`src/rtl/fetch_pkg.sv`:
```
// Shared constants and types for the instruction-fetch stage.
package fetch_pkg;

   localparam int PC_W       = 10;
   localparam int INSTR_W    = 16;
   localparam int FIFO_DEPTH = 2;
   localparam int CNT_W      = $clog2(FIFO_DEPTH + 1);
   localparam int PTR_W      = $clog2(FIFO_DEPTH);

   typedef enum logic [1:0] {
      REQ,
      WAIT,
      DRAIN
   } fetch_state_t;

   typedef struct packed {
      logic [INSTR_W-1:0] instr;
      logic [PC_W-1:0]    pc;
   } fetch_entry_t;

endpackage

```
`src/rtl/fetch_sequencer_if.sv`:
```
// Instruction-memory request/grant/response bus between fetch and imem.
interface fetch_sequencer_if;
   import fetch_pkg::*;

   logic               imem_req;
   logic [PC_W-1:0]    imem_addr;
   logic               imem_gnt;
   logic               imem_rvalid;
   logic [INSTR_W-1:0] imem_rdata;

   modport master (
      output imem_req, imem_addr,
      input  imem_gnt, imem_rvalid, imem_rdata
   );

   modport slave (
      input  imem_req, imem_addr,
      output imem_gnt, imem_rvalid, imem_rdata
   );

endinterface

```
`src/rtl/fetch_sequencer_fifo.sv`:
```
// Small synchronous FIFO of fetched {instr, pc} entries; flush beats push and pop.
module fetch_fifo
   import fetch_pkg::*;
(
   input  logic             clk,
   input  logic             reset,
   input  logic             push,
   input  fetch_entry_t     push_data,
   input  logic             pop,
   input  logic             flush,
   output logic [CNT_W-1:0] count,
   output fetch_entry_t     head
);

   fetch_entry_t     mem_q [FIFO_DEPTH];
   fetch_entry_t     mem_d [FIFO_DEPTH];
   logic [PTR_W-1:0] wr_ptr_q, wr_ptr_d;
   logic [PTR_W-1:0] rd_ptr_q, rd_ptr_d;
   logic [CNT_W-1:0] count_q, count_d;
   logic             do_push, do_pop;

   // NOTE: every signal gets a default before the branches so no latch is inferred.
   always_comb begin
      mem_d    = mem_q;
      wr_ptr_d = wr_ptr_q;
      rd_ptr_d = rd_ptr_q;
      count_d  = count_q;
      do_push  = push && (count_q < CNT_W'(FIFO_DEPTH));
      do_pop   = pop && (count_q != '0);

      if (flush) begin
         wr_ptr_d = '0;
         rd_ptr_d = '0;
         count_d  = '0;
      end else begin
         if (do_push) begin
            mem_d[wr_ptr_q] = push_data;
            wr_ptr_d        = wr_ptr_q + PTR_W'(1);
         end
         if (do_pop) begin
            rd_ptr_d = rd_ptr_q + PTR_W'(1);
         end
         count_d = count_q + CNT_W'(do_push) - CNT_W'(do_pop);
      end
   end

   // NOTE: storage is reset too, so the head outputs read 0 straight out of reset.
   always_ff @(posedge clk or posedge reset) begin
      if (reset) begin
         for (int i = 0; i < FIFO_DEPTH; i++) begin
            mem_q[i] <= '0;
         end
         wr_ptr_q <= '0;
         rd_ptr_q <= '0;
         count_q  <= '0;
      end else begin
         mem_q    <= mem_d;
         wr_ptr_q <= wr_ptr_d;
         rd_ptr_q <= rd_ptr_d;
         count_q  <= count_d;
      end
   end

   assign count = count_q;
   assign head  = mem_q[rd_ptr_q];

endmodule

```
`src/rtl/fetch_sequencer.sv`:
```
// Fetch control: one outstanding imem read, 2-entry buffer toward decode, next-PC mux.
module fetch_sequencer
   import fetch_pkg::*;
(
   input  logic                clk,
   input  logic                reset,
   input  logic [PC_W-1:0]     pc,
   output logic [PC_W-1:0]     next_pc,
   input  logic                redirect_valid,
   input  logic [PC_W-1:0]     redirect_pc,
   fetch_sequencer_if.master   imem,
   output logic                instr_valid,
   output logic [INSTR_W-1:0]  instr,
   output logic [PC_W-1:0]     instr_pc,
   input  logic                instr_ready
);

   fetch_state_t     state_q, state_d;
   logic [PC_W-1:0]  pend_pc_q, pend_pc_d;
   logic [CNT_W-1:0] count;
   fetch_entry_t     head;
   fetch_entry_t     push_data;
   logic             grant;
   logic             push;
   logic             pop;

   assign imem.imem_req  = !reset && (state_q == REQ) &&
                           (count < CNT_W'(FIFO_DEPTH)) && !redirect_valid;
   assign imem.imem_addr = pc;
   assign grant          = imem.imem_req && imem.imem_gnt;

   // A response landing alongside a redirect belongs to the old path and is dropped.
   assign push            = (state_q == WAIT) && imem.imem_rvalid && !redirect_valid;
   assign pop             = instr_valid && instr_ready;
   assign push_data.instr = imem.imem_rdata;
   assign push_data.pc    = pend_pc_q;

   always_comb begin
      state_d   = state_q;
      pend_pc_d = pend_pc_q;

      case (state_q)
         REQ: begin
            if (grant) begin
               state_d   = WAIT;
               pend_pc_d = pc;
            end
         end
         WAIT: begin
            if (imem.imem_rvalid) begin
               state_d = REQ;
            end else if (redirect_valid) begin
               state_d = DRAIN;
            end
         end
         DRAIN: begin
            if (imem.imem_rvalid) begin
               state_d = REQ;
            end
         end
         default: state_d = REQ;
      endcase
   end

   // NOTE: sequential state uses non-blocking assignments so all flops update together.
   always_ff @(posedge clk or posedge reset) begin
      if (reset) begin
         state_q   <= REQ;
         pend_pc_q <= '0;
      end else begin
         state_q   <= state_d;
         pend_pc_q <= pend_pc_d;
      end
   end

   always_comb begin
      if (redirect_valid) begin
         next_pc = redirect_pc;
      end else if (grant) begin
         next_pc = pc + PC_W'(1);
      end else begin
         next_pc = pc;
      end
   end

   fetch_fifo u_fifo (
      .clk       (clk),
      .reset     (reset),
      .push      (push),
      .push_data (push_data),
      .pop       (pop),
      .flush     (redirect_valid),
      .count     (count),
      .head      (head)
   );

   assign instr_valid = (count != '0);
   assign instr       = head.instr;
   assign instr_pc    = head.pc;

endmodule
```
`src/flat_wrapper.sv`:
```
// flat-port wrapper written by rule: the top's interface ports become plain ports
module fetch_sequencer_flat import fetch_pkg::*;
  (clk, reset, pc, next_pc, redirect_valid, redirect_pc, instr_valid, instr, instr_pc, instr_ready, imem_imem_req, imem_imem_addr, imem_imem_gnt, imem_imem_rvalid, imem_imem_rdata);
  fetch_sequencer_if imem_i ();
  input  logic clk;
  input  logic reset;
  input  logic [PC_W-1:0] pc;
  output logic [PC_W-1:0] next_pc;
  input  logic redirect_valid;
  input  logic [PC_W-1:0] redirect_pc;
  output logic instr_valid;
  output logic [INSTR_W-1:0] instr;
  output logic [PC_W-1:0] instr_pc;
  input  logic instr_ready;
  output wire logic [$bits(imem_i.imem_req)-1:0] imem_imem_req;
  output wire logic [$bits(imem_i.imem_addr)-1:0] imem_imem_addr;
  input wire logic [$bits(imem_i.imem_gnt)-1:0] imem_imem_gnt;
  input wire logic [$bits(imem_i.imem_rvalid)-1:0] imem_imem_rvalid;
  input wire logic [$bits(imem_i.imem_rdata)-1:0] imem_imem_rdata;
  assign imem_imem_req = imem_i.imem_req;
  assign imem_imem_addr = imem_i.imem_addr;
  assign imem_i.imem_gnt = imem_imem_gnt;
  assign imem_i.imem_rvalid = imem_imem_rvalid;
  assign imem_i.imem_rdata = imem_imem_rdata;
  fetch_sequencer u_core (.clk(clk), .reset(reset), .pc(pc), .next_pc(next_pc), .redirect_valid(redirect_valid), .redirect_pc(redirect_pc), .imem(imem_i), .instr_valid(instr_valid), .instr(instr), .instr_pc(instr_pc), .instr_ready(instr_ready));
endmodule
```
`config.mk`:
```
export PLATFORM = sky130hd
export DESIGN_NAME = fetch_sequencer_flat
export DESIGN_NICKNAME = d
export VERILOG_FILES = /design/src/rtl/fetch_pkg.sv /design/src/rtl/fetch_sequencer_if.sv /design/src/rtl/fetch_sequencer_fifo.sv /design/src/rtl/fetch_sequencer.sv /design/src/flat_wrapper.sv
export SDC_FILE = /design/constraint.sdc
export NUM_CORES = 1
export LEC_CHECK = 0
export BUFFER_PORTS_ARGS = -buffer_cell sky130_fd_sc_hd__clkbuf_2
export CORE_UTILIZATION = 47
export CTS_CLUSTER_DIAMETER = 100
export DETAILED_ROUTE_END_ITERATION = 8
export PLACE_DENSITY = 0.79
export SLEW_MARGIN = 40
export SYNTH_ARGS = -nofsm -noshare
export SYNTH_HDL_FRONTEND = slang
export SYNTH_SLANG_ARGS = --single-unit
```
`constraint.sdc`:
```
create_clock -name clk -period 2.1 [get_ports clk]
set_input_delay 0.21 -clock clk [delete_from_list [all_inputs] [get_ports clk]]
set_output_delay 0.21 -clock clk [all_outputs]
set_load 0.03 [all_outputs]
```
## After elaboration in Yosys (flattened, before gate mapping)

Index checks and enable logic that the tools add are counted.

- Flip-flop bits (word level): 68
- Input bits: 42
- Output and inout bits: 48
- Logic and storage cells: 63

- Add/sub/neg operators: 5
- Order comparisons: 4
- Equality and inequality tests: 5
- Muxes and demuxes: 18
- Bitwise logic cells: 3
- Reductions and logical operators: 19

Operators by type and width:

| kind | count |
|---|---|
| $mux 26 | 4 |
| $bwmux 52 | 1 |
| $demux 26 s1 | 1 |
| $mux 10 | 2 |
| $add 10x1->10 const B | 1 |
| $logic_and 1x1->1 | 10 |
| $mux 2 | 5 |
| $pmux 2 s3 | 1 |
| $reduce_bool 2->1 | 3 |
| $ge 2x2->1 const B | 2 |
| $mux 1 | 4 |
| $not 1->2 | 2 |
| $reduce_and 2->1 | 2 |
| $ne 3x3->1 const B | 1 |
| $reduce_and 3->1 | 1 |
| $add 1x1->1 const B | 2 |
| $add 2x1->2 | 1 |
| $eq 2x1->1 const B | 1 |
| $eq 2x2->1 const B | 1 |
| $logic_not 1->1 | 2 |
| $logic_not 2->1 | 1 |
| $lt 2x1->1 const B | 1 |
| $lt 2x2->1 const B | 1 |
| $ne 2x1->1 const B | 1 |
| other kinds (3) | 3 |

## Logic depth before layout (Yosys ltp)

- Depth in word-level cells: 7
- Mapped depth: 7
- Mapped depth without buffers: 7

## Cells and area by module

A second synthesis with hierarchy kept.

- Cells, all modules: 255
- Area total of the unflattened synthesis: 3417.0 µm²

By module, submodules not included:

| module | times used | cells each | area each (µm²) | sequential area each (µm²) |
|---|---|---|---|---|
| fetch_fifo | 1 | 159 | 2478.6 | 1401.3 |
| fetch_sequencer | 1 | 96 | 938.4 | 300.3 |

## Worst setup path after synthesis

OpenSTA, ideal clock, no wires.

- Path kind: input-to-output
- Start: input port reset
- End: output port imem_imem_req
- Data arrival time: 2164 ps
- Data required time: 1890 ps
- Slack: -274 ps
- Stages on the path: 2
- Buffers on the path: 0
- Cell sequence: inv_1 and3_1

- Cells in the longest elaborated chain, start to end: 4

RTL lines:

| what | line | source |
|---|---|---|
| start, declared | flat_wrapper.sv:6 | `input logic reset;` |
| $logic_not 1->1 (no source line) | - |  |
| $logic_and 1x1->1 (2 in a row) | fetch_sequencer.sv:27 | `assign imem.imem_req = !reset && (state_q == REQ) &&` |
| $logic_and 1x1->1 | fetch_sequencer.sv:28 | `(count < CNT_W'(FIFO_DEPTH)) && !redirect_valid;` |
| end, declared | flat_wrapper.sv:15 | `output wire logic [$bits(imem_i.imem_req)-1:0] imem_imem_req;` |

Every way passes these cells.

## Worst setup path in the final report

- Start: register u_core.state_q[0]
- End: output port next_pc[8]

- Cells in the longest elaborated chain, start to end: 7

RTL lines:

| what | line | source |
|---|---|---|
| start, declared | fetch_sequencer.sv:18 | `fetch_state_t state_q, state_d;` |
| start signal, assigned | fetch_sequencer.sv:71 | `state_q <= state_d;` |
| $logic_not 2->1 | fetch_sequencer.sv:27 |  |
| $logic_and 1x1->1 (2 in a row) | fetch_sequencer.sv:27 |  |
| $logic_and 1x1->1 | fetch_sequencer.sv:28 |  |
| $logic_and 1x1->1 | fetch_sequencer.sv:30 | `assign grant = imem.imem_req && imem.imem_gnt;` |
| $mux 10 | fetch_sequencer.sv:79 | `end else if (grant) begin` |
| $mux 10 | fetch_sequencer.sv:77 | `if (redirect_valid) begin` |
| end, declared | flat_wrapper.sv:8 | `output logic [PC_W-1:0] next_pc;` |

Every way passes these cells.

==> impl_metrics.prom <==
# TYPE chip_impl_metric gauge
chip_impl_info{name="tritoncts_clock_tree",value="done"} 1
chip_impl_metric{name="layout_min_cycle_time",unit="ns"} 2.21
chip_impl_metric{name="cts_htree_levels",unit=""} 3
chip_impl_metric{name="place.detailed.hpwl",unit="um"} 4700
chip_impl_metric{name="final.fill_count",unit=""} 542
chip_impl_metric{name="hold_violations",unit=""} 0
chip_impl_metric{name="cellLeakagePower",unit="nW"} 2.11
chip_impl_metric{name="share_of_async_settable_or_async_resettable_flops_after_synthesis",unit="%"} 100
chip_impl_metric{name="worstPathMaxFanout",unit=""} 2
chip_impl_metric{name="antenna_found_initial",unit=""} 0
chip_impl_metric{name="global_route.usage.total",unit="%"} 20.5
chip_impl_metric{name="switching_power",unit="mW"} 1.97
chip_impl_metric{name="avgSynthCellArea",unit="um^2"} 13.3
chip_impl_metric{name="synth_seq_area_share",unit="%"} 51.5
chip_impl_metric{name="gp_congestion",unit=""} 0.874
chip_impl_info{name="hold_path.class",value="input pin to async pin"} 1
chip_impl_metric{name="warnings_from_yosys",unit=""} 0
chip_impl_metric{name="power_switching_share",unit="%"} 37.7
chip_impl_metric{name="layout.area.seq",unit="um^2"} 1700
chip_impl_info{name="failed_checks",value="negative setup slack"} 1
chip_impl_metric{name="area.growth.synth_to_final",unit="%"} 28.3
chip_impl_metric{name="nNetsFinal",unit=""} 401
chip_impl_metric{name="cell_internal_pwr",unit="mW"} 3.26
chip_impl_metric{name="achievable-frequency",unit="GHz"} 0.453
chip_impl_info{name="cp-start-kind",value="flip-flop"} 1
chip_impl_metric{name="first_iter_violations",unit=""} 70
chip_impl_metric{name="max_cap_viol",unit=""} 0
chip_impl_metric{name="finalSetupViolations",unit=""} 3
chip_impl_metric{name="synth_edf_count",unit=""} 0
chip_impl_metric{name="reg2regPathDepth",unit=""} 7
chip_impl_metric{name="multi_input_comb_area",unit="um^2"} 1500
chip_impl_metric{name="drive_gt1_share",unit="%"} 63.9
chip_impl_metric{name="clock_insertion_delay_worst_skew",unit="ns"} 0.33
chip_impl_metric{name="setup-tns-final",unit="ns"} -0.171
chip_impl_metric{name="placement.cell_area",unit="um^2"} 3840
chip_impl_metric{name="die_area",unit="um^2"} 7360
chip_impl_metric{name="grt_pass1_wl",unit="um"} 11500
chip_impl_metric{name="number_of_unique_standard_cell_types_used_by_synthesis",unit=""} 34
chip_impl_metric{name="floorplan.rows",unit=""} 30
chip_impl_metric{name="p_clk_share",unit="%"} 19.9
chip_impl_info{name="status",value="complete, but fails checks"} 1
chip_impl_metric{name="io-pin-count",unit=""} 90
chip_impl_metric{name="regToRegSetupSlack",unit="ns"} 0.20
chip_impl_metric{name="synth_area",unit="um^2"} 3300
chip_impl_metric{name="pwr-share-comb",unit="%"} 43.2
chip_impl_metric{name="worst_slew_margin_rel",unit="%"} 59.5
chip_impl_metric{name="vias",unit=""} 2298
chip_impl_info{name="clock_tree.root_cell",value="clkbuf_8"} 1
chip_impl_metric{name="core_region_area",unit="um^2"} 6790
chip_impl_metric{name="finish.instance_area",unit="um^2"} 4240
chip_impl_info{name="worstSetupEndpointType",value="output port"} 1
chip_impl_metric{name="fp.dieH",unit="um"} 85.8
chip_impl_metric{name="critical_path_required",unit="ns"} 1.89
chip_impl_metric{name="post-route-worst-setup-slack",unit="ns"} -0.106
chip_impl_metric{name="cts_hold_buf",unit=""} 0
chip_impl_metric{name="ir_worst_vdd",unit="mV"} 0.611
chip_impl_metric{name="port_buffers",unit=""} 89
chip_impl_metric{name="finalClockSkew",unit="ns"} 0.00641
chip_impl_info{name="timing_worst_setup_path_type",value="flip-flop to output port"} 1
chip_impl_info{name="crit_path_cell_trace",value="nor3b_2, buf_4, nand2_2, or4_4, a31oi_4, buf_8"} 1
chip_impl_info{name="ys_dominant_reg_cell",value="dfrtp_1"} 1
chip_impl_metric{name="tightestPinTransition",unit="ns"} 0.608
chip_impl_metric{name="crit_arrival",unit="ns"} 2.00
chip_impl_metric{name="p_per_area",unit="nW/um^2"} 1240
chip_impl_metric{name="first_global_vias",unit=""} 2461
chip_impl_info{name="critical_path.slowest_cell",value="or4_4"} 1
chip_impl_metric{name="fin_max_slew_vios",unit=""} 0
chip_impl_metric{name="total_drc_errors_in_the_routed_layout",unit=""} 0
chip_impl_metric{name="cts.sinks",unit=""} 68
chip_impl_metric{name="synth-seq-cells",unit=""} 68
chip_impl_metric{name="final_min_period_over_clock_period",unit="%"} 105
chip_impl_metric{name="dr.pass1.iters",unit=""} 4
chip_impl_metric{name="share_seq_of_total_power",unit="%"} 36.9
chip_impl_metric{name="drt-wirelength-per-cell",unit="um"} 15.4
chip_impl_metric{name="largest_stage_delay_on_the_critical_path",unit="ns"} 0.45
chip_impl_metric{name="die_x",unit="um"} 85.8
chip_impl_metric{name="ant_nets",unit=""} 0
chip_impl_metric{name="pre_cts_ws",unit="ns"} 0.140
chip_impl_info{name="synth.area.top_cells",value="dfrtp_1, mux2_2, buf_4, xor2_1, o21ai_0"} 1
chip_impl_info{name="rsz0062_at_grt",value="yes"} 1
chip_impl_metric{name="total_detailed_routing_wirelength",unit="um"} 7040
chip_impl_metric{name="yosysTopAreaCellShare",unit="%"} 51.5
chip_impl_metric{name="postSynthCellCount",unit=""} 249
chip_impl_metric{name="syn_nets",unit=""} 294
chip_impl_metric{name="overflow_left_after_global_routing",unit=""} 0
chip_impl_metric{name="pin_count_of_the_biggest_net_entering_global_routing",unit=""} 69
chip_impl_metric{name="clkTransAtPathRegs",unit="ns"} 0.07
chip_impl_metric{name="diodes",unit=""} 0
chip_impl_metric{name="tritoncts_buffers",unit=""} 9
chip_impl_metric{name="clock_path_buffers",unit=""} 2
chip_impl_metric{name="start_util",unit="%"} 48.6
chip_impl_metric{name="vias_per_inst",unit=""} 5.04
chip_impl_info{name="synth_top_cell_by_area",value="dfrtp_1"} 1
-- per-layer routing --
layer | vias to the layer above | routed length (um) | GRT usage [%]
met2 | 68 | 3440 | 35.2
li1 | 1097 | - | -
met4 | 0 | 130 | 9.55
met5 | - | 0 | 0
met1 | 1123 | 3150 | 24.9
met3 | 10 | 313 | 4.04
-- cell usage after synthesis (2+ instances only) --
| library cell | instances |
|---|---|
| a31oi_1 | 2 |
| and2_1 | 3 |
| and3_1 | 2 |
| and4_1 | 2 |
| buf_2 | 3 |
| buf_4 | 12 |
| clkbuf_1 | 4 |
| dfrtp_1 | 68 |
| ha_1 | 3 |
| inv_1 | 4 |
| mux2_2 | 89 |
| nand2_1 | 10 |
| nand3_1 | 3 |
| nand4_1 | 4 |
| nor2_1 | 5 |
| o21ai_0 | 9 |
| xnor2_1 | 3 |
| xor2_1 | 7 |
-- critical path: cells and delay by family, from the launching register on --
| family | cells | cell delay, ns |
|---|---|---|
| and+or+nand+nor | 3 | 0.77 |
| buffers and inverters | 2 | 0.30 |
| AOI/OAI and AO/OA | 1 | 0.20 |
| DFF | 1 | 0.40 |
-- per-stage QoR --
stage                     hold slack, ns  utilization, %  power [mW]  std cells
after floorplan                    0.276               -        3.56        249
after global placement             0.457            56.5        4.08        425
after detailed placement           0.461            56.5        4.15        425
after CTS                          0.102            61.0        5.25        448
after global routing               0.107            62.3        5.53        456
final                             0.0951            62.3        5.23        456
-- flip-flops by register name, indices dropped and copies added, names as in the netlist --
name,flops
u_core.u_fifo.rd_ptr_q,1
u_core.pend_pc_q,10
u_core.state_q,2
u_core.u_fifo.mem_q,52
u_core.u_fifo.count,2
u_core.u_fifo.wr_ptr_q,1
-- worst paths after layout --
path / end / from
setup / recovery: next_pc[8] / u_core.state_q[0]
hold / removal: u_core.state_q[0] / reset
setup reg to reg: u_core.u_fifo.mem_q[30] / u_core.state_q[1]
hold reg to reg: u_core.u_fifo.mem_q[20] / u_core.u_fifo.mem_q[20]
max in group asynchronous: u_core.pend_pc_q[6] / reset
min in group clk: u_core.u_fifo.mem_q[15] / imem_imem_rdata[5]
-- power by group through the flow --
stage	combinational (mW)	sequential, mW	clock, mW
floorplan	1.68	1.88	0
global placement	2.16	1.92	0
detailed placement	2.19	1.96	0
CTS	2.24	1.93	1.07
global route	2.41	1.98	1.14
finish	2.26	1.93	1.04
-- cell type report --
type | instances | area share (%)
clock inverter | 4 | 1.18
tap | 96 | 2.84
sequential | 68 | 40.2
multi-input combinational | 157 | 35.4
timing repair buffer | 116 | 16.7
clock buffer | 11 | 3.34
inverter | 4 | 0.443
-- cells in the final DEF (no fill, tap or decap), types with 2 or more instances in the layout --
master and n:
and2_1 3, and3_1 2, and4_1 2, buf_4 31
buf_6 2, buf_8 2, clkbuf_2 80, clkbuf_8 10
clkinvlp_4 3, dfrtp_1 68, ha_1 3, inv_1 3
mux2_2 88, nand2_1 10, nand3_1 3, nand4_1 4
nor2_1 5, o21ai_0 2, o21ai_1 7, xnor2_1 3
xor2_1 7
-- kinds of logic (layout without fill, tap and decap cells) --
| kind of cell | count (synthesis) | in the layout | share of synthesized area (%) |
|---|---|---|---|
| buf+inv | 24 | 135 | 4.21 |
| fa+ha+maj | 3 | 3 | 1.14 |
| flops | 68 | 68 | 51.5 |
| simple gates | 40 | 40 | 7.43 |
| compound gates | 14 | 14 | 2.39 |
| xor+xnor | 10 | 10 | 2.65 |
| mux | 90 | 90 | 30.7 |
-- repair_timing --
| action | 4_1_cts | 5_1_grt |
|---|---|---|
| gates cloned | 0 | 0 |
| pin swaps | 7 | 2 |
| endpoints found under the setup margin | 4 | 9 |
| buffers inserted | 8 | 8 |
| resized for setup | 11 | 24 |
(Power assumes the default switching activity.)
